===== config.mk =====
export PLATFORM = sky130hd
export DESIGN_NAME = alu_wb_stage
export DESIGN_NICKNAME = d
export VERILOG_FILES = /design/src/rtl/alu_wb_stage.sv
export SDC_FILE = /design/constraint.sdc
export NUM_CORES = 1
export LEC_CHECK = 0
export CAP_MARGIN = 25
export CELL_PAD_IN_SITES_DETAIL_PLACEMENT = 0
export CELL_PAD_IN_SITES_GLOBAL_PLACEMENT = 1
export CORE_UTILIZATION = 36
export DETAILED_ROUTE_END_ITERATION = 8
export PLACE_DENSITY_LB_ADDON = 0.15
export SYNTH_ARGS = -nofsm -noshare
export SYNTH_HDL_FRONTEND = slang
export SYNTH_SLANG_ARGS = --single-unit

===== constraint.sdc =====
create_clock -name i_clk -period 3.8 [get_ports i_clk]
set_input_delay 0.57 -clock i_clk [delete_from_list [all_inputs] [get_ports i_clk]]
set_output_delay 0.57 -clock i_clk [all_outputs]
set_load 0.03 [all_outputs]

===== src/rtl/alu_wb_stage.sv =====
// ---------------------------------------------------------------------------
// alu_wb_stage
//
// Writeback stage behind the ALU. Ops pass through a two-entry skid buffer
// (main, skid). The ALU flag register is written when an op is accepted, so
// the next ALU op sees the new carry even while its predecessor is stalled.
//
// Ports
//   i_clk, i_rst         clock; synchronous active-high reset
//   in_valid/in_ready    upstream handshake. in_ready = !skid_valid, which
//                        comes from registered state only
//   in_result[15:0]      ALU result
//   in_flags[7:0]        ALU flags (only [4:0] are architectural)
//   in_rd[2:0]           destination register
//   in_wr_en             register write request
//   in_flag_en           flag update request
//   out_valid/out_ready  downstream handshake (out_valid = main_valid)
//   out_result, out_rd,  retiring op, held stable while stalled
//   out_wr_en
//   flags_q[7:0]         architectural flags, bits [7:5] tied to 0
//   carry_q              flags_q[1], fed back to the ALU carry input
//   sys_flag_we,         flag restore; wins over an accept-time update
//   sys_flag_data[7:0]
//   i_flush              drops both buffered ops and any same-cycle accept
//   retire_cnt[15:0]     retired-op counter, wraps at 2^16
// ---------------------------------------------------------------------------
module alu_wb_stage (
    input  logic        i_clk,
    input  logic        i_rst,
    input  logic        in_valid,
    output logic        in_ready,
    input  logic [15:0] in_result,
    input  logic [7:0]  in_flags,
    input  logic [2:0]  in_rd,
    input  logic        in_wr_en,
    input  logic        in_flag_en,
    output logic        out_valid,
    input  logic        out_ready,
    output logic [15:0] out_result,
    output logic [2:0]  out_rd,
    output logic        out_wr_en,
    output logic [7:0]  flags_q,
    output logic        carry_q,
    input  logic        sys_flag_we,
    input  logic [7:0]  sys_flag_data,
    input  logic        i_flush,
    output logic [15:0] retire_cnt
);

    logic        main_valid;
    logic [15:0] main_result;
    logic [2:0]  main_rd;
    logic        main_wr_en;

    logic        skid_valid;
    logic [15:0] skid_result;
    logic [2:0]  skid_rd;
    logic        skid_wr_en;

    // Only five flag bits exist; the upper three are constant zero.
    logic [4:0]  flag_bits;
    logic [15:0] retire_cnt_r;

    logic        accept;
    logic        retire;

    // Upper flag bits are architecturally absent and deliberately ignored.
    logic        unused_flag_bits;
    assign unused_flag_bits = ^{in_flags[7:5], sys_flag_data[7:5]};

    assign in_ready   = ~skid_valid;
    assign accept     = in_valid & in_ready;
    assign retire     = main_valid & out_ready;

    assign out_valid  = main_valid;
    assign out_result = main_result;
    assign out_rd     = main_rd;
    assign out_wr_en  = main_wr_en;

    assign flags_q    = {3'b000, flag_bits};
    assign carry_q    = flag_bits[1];
    assign retire_cnt = retire_cnt_r;

    always_ff @(posedge i_clk) begin
        if (i_rst) begin
            main_valid   <= 1'b0;
            main_result  <= 16'h0000;
            main_rd      <= 3'd0;
            main_wr_en   <= 1'b0;
            skid_valid   <= 1'b0;
            skid_result  <= 16'h0000;
            skid_rd      <= 3'd0;
            skid_wr_en   <= 1'b0;
            flag_bits    <= 5'd0;
            retire_cnt_r <= 16'h0000;
        end else begin
            // A flushed accept never happened, so its flag update is dropped.
            if (sys_flag_we) begin
                flag_bits <= sys_flag_data[4:0];
            end else if (accept && in_flag_en && !i_flush) begin
                flag_bits <= in_flags[4:0];
            end

            if (retire && !i_flush) begin
                retire_cnt_r <= retire_cnt_r + 16'd1;
            end

            if (i_flush) begin
                main_valid <= 1'b0;
                skid_valid <= 1'b0;
            end else if (retire && skid_valid) begin
                // Skid moves up; a new accept (if any) refills skid.
                main_result <= skid_result;
                main_rd     <= skid_rd;
                main_wr_en  <= skid_wr_en;
                skid_valid  <= accept;
                if (accept) begin
                    skid_result <= in_result;
                    skid_rd     <= in_rd;
                    skid_wr_en  <= in_wr_en;
                end
            end else if (main_valid && !retire) begin
                // Main is stalled: an accept lands in skid.
                if (accept) begin
                    skid_valid  <= 1'b1;
                    skid_result <= in_result;
                    skid_rd     <= in_rd;
                    skid_wr_en  <= in_wr_en;
                end
            end else begin
                // Main empty, or main retiring with skid empty.
                main_valid <= accept;
                if (accept) begin
                    main_result <= in_result;
                    main_rd     <= in_rd;
                    main_wr_en  <= in_wr_en;
                end
            end
        end
    end

endmodule

==> results.yml, run 1 <==
floorplanning:
  die-area_mm2: 0.00781
  core_area_mm2: 0.00721
  die_y_um: 88.4
  num_rows: 31
  initial_core_util: 0.372
  dieWidth_um: 88.4
  ios: 90
clock_network:
  clk_path_buf_depth: 2
  clock-sinks: 63
  clk_latency_ns: 0.33
  cts_made_buffers: 9
  cts_setup_buffers: 0
  cts_tree: "done"
  cts_resized: 0
  cts-root-buf: "clkbuf_8"
  clk_pin_slew_ns: 0.07
  h-tree-depth: 3
  cts_hold_buf: 0
sta:
  finalSetupTns_ns: 0
  timing.final.crit_share: 0.643
  setup_viol: 0
  max_slew_margin: 0.412
  rsz0062_at_grt: "false"
  finalHoldViolCount: 0
  max_freq_mhz: 409
  tightest_slew_ns: 0.882
  final.setup_skew_ns: 0.00802
  final.min_clock_period_ns: 2.44
  drv_slew: 0
  worst_slack_ns: 1.36
synth:
  netlist_top_cells_count: "dfxtp_1 (63), nand2_1 (48), nor2_1 (36)"
  async_reset_ff_frac: 0
  synth_top_area_frac: 0.469
  avgSynthCellArea_um2: 8.81
  syn_inst: 305
  synth-seq-cells: 63
  ys_seq_area_frac: 0.469
  synth_most_common_cell: "dfxtp_1"
  synth.area.top_cells: "dfxtp_1 (47%), mux2i_1 (9.3%), nand2_1 (6.7%)"
  synth_edf_count: 0
  synth_area_leader_cell: "dfxtp_1"
  yosysWarnings: 0
  syn_area_mm2: 0.00269
  ys.flop_type: "dfxtp_1"
  yosysUniqueCellTypes: 34
drt:
  first_pass_iters: 6
  routed_via_density: 4.80
  vias: 2305
  wl_um: 6120
  drc: 0
  wire_per_inst_um: 12.8
  drt.antenna.violating_nets: 0
  drt_iter0_markers: 67
power:
  powerDensity_mw_per_mm2: 400
  ir_drop_v: 0.000285
  power_mw: 1.49
  cellLeakagePower_nw: 1.46
setup_path:
  required_ns: 4.06
  cp-end-kind: "flip-flop"
  path_class: "in -> reg"
  start_kind: "input port"
  regToRegSetupSlack_ns: 1.84
  cp_max_fo: 20
  crit_arrival_ns: 2.71
layout:
  seqCellArea_mm2: 0.00126
  nets: 420
  final_cells: 480
  n_antenna_cell: 0
  multi_input_area_mm2: 0.00130
  area_growth_pct: 38.9
  drive_gt1_frac: 0.0761
  n_fill_cell: 707
grt:
  grt_pass1_wl_um: 9710
  globalRouteTotalUtil: 0.163
  first_global_vias: 2040
  antenna_found_initial: 0
  grt.overflow.total: 0
  grt_max_degree: 45
outcome:
  status: "finished clean"
place:
  portBuffers: 80
  placedCellCount: 464
  place.gp.congestion: 0.744
  place_ws_ns: 1.02
  dp_hpwl_um: 4020
min_path:
  worstHoldPathType: "reg -> reg"
flow_run:
  cap_violations: 0
[critical path, stage by stage]
cell             delay (ns)
clkdlybuf4s50_1        0.56
nor3b_1                0.48
and3_1                 0.82
nand2_1                0.11
a21oi_1                0.16
[cells in the final DEF, fill, tap and decap left out, types with 2 or more instances in the layout]
cell	netlist	routed
a211oi_1	21	21
dfxtp_1	63	63
conb_1	1	3
clkinv_2	0	2
nand2_1	48	48
nor3_1	2	2
or3_1	4	4
nand4_1	4	4
xor2_1	5	5
o21ai_0	6	6
xnor2_1	4	4
mux2i_1	25	25
a21oi_1	28	28
clkdlybuf4s50_1	0	79
buf_4	5	4
and4_1	2	2
mux2_2	5	5
nand3_1	6	6
and3_1	3	3
or4_1	2	2
clkbuf_8	0	12
nor2_1	36	36
inv_1	3	3
o31ai_1	2	2
[flip-flops by register name, summed over array words and instances, names as in the netlist, 3 cells and up]
| signal | cells |
|---|---|
| retire_cnt | 16 |
| skid_result | 16 |
| out_result | 16 |
| skid_rd | 3 |
| out_rd | 3 |
| flag_bits | 5 |
[layer usage]
layer | vias to the layer above | GRT usage | share of wire
met5 | - | 0 | 0
met4 | 0 | 0.0484 | 0.012
met3 | 8 | 0.0662 | 0.058
met2 | 55 | 0.259 | 0.45
met1 | 1053 | 0.204 | 0.48
li1 | 1189 | - | -
[final cells by class]
cell class                 instances  share of cell area
clock buffer                      13              0.0453
clock inverter                     3              0.0107
inverter                           3             0.00302
multi-input combinational        215               0.348
sequential                        63               0.338
tap                               99              0.0332
timing repair buffer              84               0.221
[power breakdown]
group          leakage [nW]  switching, mW  internal [mW]
Sequential            0.513         0.0123          0.682
Clock                 0.109          0.246          0.355
Combinational         0.838          0.104         0.0941
[cells by family after synthesis]
| kind of cell | count (synthesis) | share of synthesized area |
|---|---|---|
| compound gates | 60 | 0.139 |
| xor+xnor | 9 | 0.0293 |
| fa+ha+maj | 1 | 0.00466 |
| buf+inv | 29 | 0.0522 |
| flops | 63 | 0.469 |
| mux | 30 | 0.114 |
| other cells | 1 | 0.00140 |
| simple gates | 112 | 0.190 |
[per-stage QoR]
step	utilization	hold slack (ns)	cell area, µm²
global placement	0.488	0.441	3520
CTS	0.517	0.455	3730
detailed placement	0.488	0.446	3520
finish	0.517	0.453	3730
global route	0.517	0.466	3730
floorplan	-	0.436	2690
[path summary, 6_finish.rpt]
kind	startpoint	endpoint	cells after the start
worst max-delay path	i_flush	skid_result[11]	5
worst min-delay path	skid_result[4]	skid_result[4]	2
worst max register to register	skid_valid	skid_result[11]	4
worst min register to register	skid_result[4]	skid_result[4]	2
Note: power is estimated with default switching activity, not from simulation.
==> run 2, diff against run 1 <==
--- a/config.mk
+++ b/config.mk
@@ -8,7 +8,7 @@
 export CAP_MARGIN = 25
 export CELL_PAD_IN_SITES_DETAIL_PLACEMENT = 0
 export CELL_PAD_IN_SITES_GLOBAL_PLACEMENT = 1
-export CORE_UTILIZATION = 36
+export CORE_UTILIZATION = 30
 export DETAILED_ROUTE_END_ITERATION = 8
 export PLACE_DENSITY_LB_ADDON = 0.15
 export SYNTH_ARGS = -nofsm -noshare
==> constraint.sdc (replaced) <==
create_clock -name i_clk -period 2.1 [get_ports i_clk]
set_input_delay 0.315 -clock i_clk [delete_from_list [all_inputs] [get_ports i_clk]]
set_output_delay 0.315 -clock i_clk [all_outputs]
set_load 0.03 [all_outputs]
==> run 2 against run 1 <==
- worst hold slack worse by 0.036 ns
- routed wire length grew 5.8%
- final cell count increased by 4.8%
- die area is 20% higher
- combinational power rose by 88%
- sequential power rose by 81%
- clock skew is 0.00082 ns lower
- first-iteration DRC count up 1.5%
==> results.yml, run 2 (synthesis gave the netlist of run 1 again) <==
sta:
  final.setup_skew_ns: 0.00719
  setup_viol: 0
  drv_slew: 0
  final.min_clock_period_ns: 1.96
  timing.final.crit_share: 0.933
  hold_slack_ns: 0.417
  finalSetupTns_ns: 0
  finalHoldViolCount: 0
  max_freq_mhz: 510
  rsz0062_at_grt: "false"
min_path:
  hold_start: "i_rst"
  worstHoldPathType: "in -> reg"
clock_network:
  h-tree-depth: 3
  cts-root-buf: "clkbuf_8"
  cts_setup_buffers: 0
  cts_tree: "done"
  cts_made_buffers: 9
  cts_resized: 0
  clk_path_buf_depth: 2
  clock-sinks: 63
  clk_pin_slew_ns: 0.07
  clk_latency_ns: 0.33
  cts_hold_buf: 0
grt:
  first_global_vias: 2292
  globalRouteTotalUtil: 0.144
  antenna_found_initial: 0
  grt_max_degree: 25
  grt_pass1_wl_um: 11000
  grt.overflow.total: 0
setup_path:
  cpPeakStageDelay_ns: 0.76
  start_kind: "flip-flop"
  cp-end-kind: "output port"
  crit_chain: "clkdlybuf4s50_1"
  cp_max_fo: 11
  crit_buf_inv: 1
  startpoint: "out_valid"
  required_ns: 1.78
  crit_arrival_ns: 1.64
  slowest_stage: "clkdlybuf4s50_1"
  r2r_start: "retire_cnt[5]"
  path_class: "reg -> out"
  critPathTopFamily: "buffers and inverters"
layout:
  final_cells: 503
  nets: 435
  final_common_cell: "clkdlybuf4s50_1"
  drive_gt1_frac: 0.111
  n_antenna_cell: 0
  utilization: 0.444
  final_cell_area_mm2: 0.00385
  most-common-layout-cells: "clkdlybuf4s50_1 (79), dfxtp_1 (63), nand2_1 (48), nor2_1 (36), a21oi_1 (28)"
  area_growth_pct: 43.5
place:
  placedCellCount: 488
  placed_area_mm2: 0.00366
  dp_hpwl_um: 4560
  portBuffers: 80
  place.gp.congestion: 0.733
flow_run:
  cap_violations: 0
power:
  powerDensity_mw_per_mm2: 697
  cellLeakagePower_nw: 1.54
  ir_drop_v: 0.000438
floorplanning:
  dieWidth_um: 96.6
  die_y_um: 96.6
  die-area_mm2: 0.00934
  core_area_mm2: 0.00868
  initial_core_util: 0.310
  num_rows: 34
  ios: 90
drt:
  first_pass_iters: 6
  wl_um: 6480
  drc: 0
  vias: 2371
  drt_iter0_markers: 68
  wire_per_inst_um: 12.9
  drt.antenna.violating_nets: 0
  routed_via_density: 4.71
outcome:
  status: "finished clean"
[run 2: cell count changes in the layout (fill, tap and decap cells not counted), sizes merged]
| cell | change |
|---|---|
| clkinv | +1 |
| clkbuf | -2 |
| buf | +15 |
[run 2: power by group]
group / switching (mW) / internal (mW) / leakage [nW] / total (mW)
clock network: 0.456 / 0.600 / 0.105 / 1.06
registers: 0.0235 / 1.23 / 0.513 / 1.26
logic: 0.191 / 0.181 / 0.918 / 0.372
total: 0.671 / 2.02 / 1.54 / 2.69
[run 2: routing by layer]
layer  track usage  vias up  wire length [µm]
li1              -     1221                 -
met1         0.193     1093              3190
met2         0.216       50              2890
met3        0.0419        7               321
met4        0.0620        0                77
met5             0        -                 0
[run 2: path summary, 6_finish.rpt]
check        cells after the start  slack [ns]              to
max                              1        0.14       out_valid
min reg2reg                      2        0.45  skid_result[7]
min                              2        0.42   retire_cnt[3]
max reg2reg                      4        0.35  retire_cnt[15]
[run 2: area by class of cell]
cell class / instances / area, µm²
fillers: 894 / 4820
flip-flops and latches: 63 / 1260
multi-input cells: 215 / 1300
clock buffers: 11 / 151
repair buffers: 99 / 951
well taps: 108 / 135
inverters: 3 / 11.3
clock inverters: 4 / 45.0
[run 2: metrics by stage]
step	worst slack (ns)	power, mW
after floorplan	0.265	1.48
after global placement	0.0585	1.66
after detailed placement	0.0353	1.66
after CTS	0.112	2.73
after global routing	0.0728	2.81
final	0.141	2.69
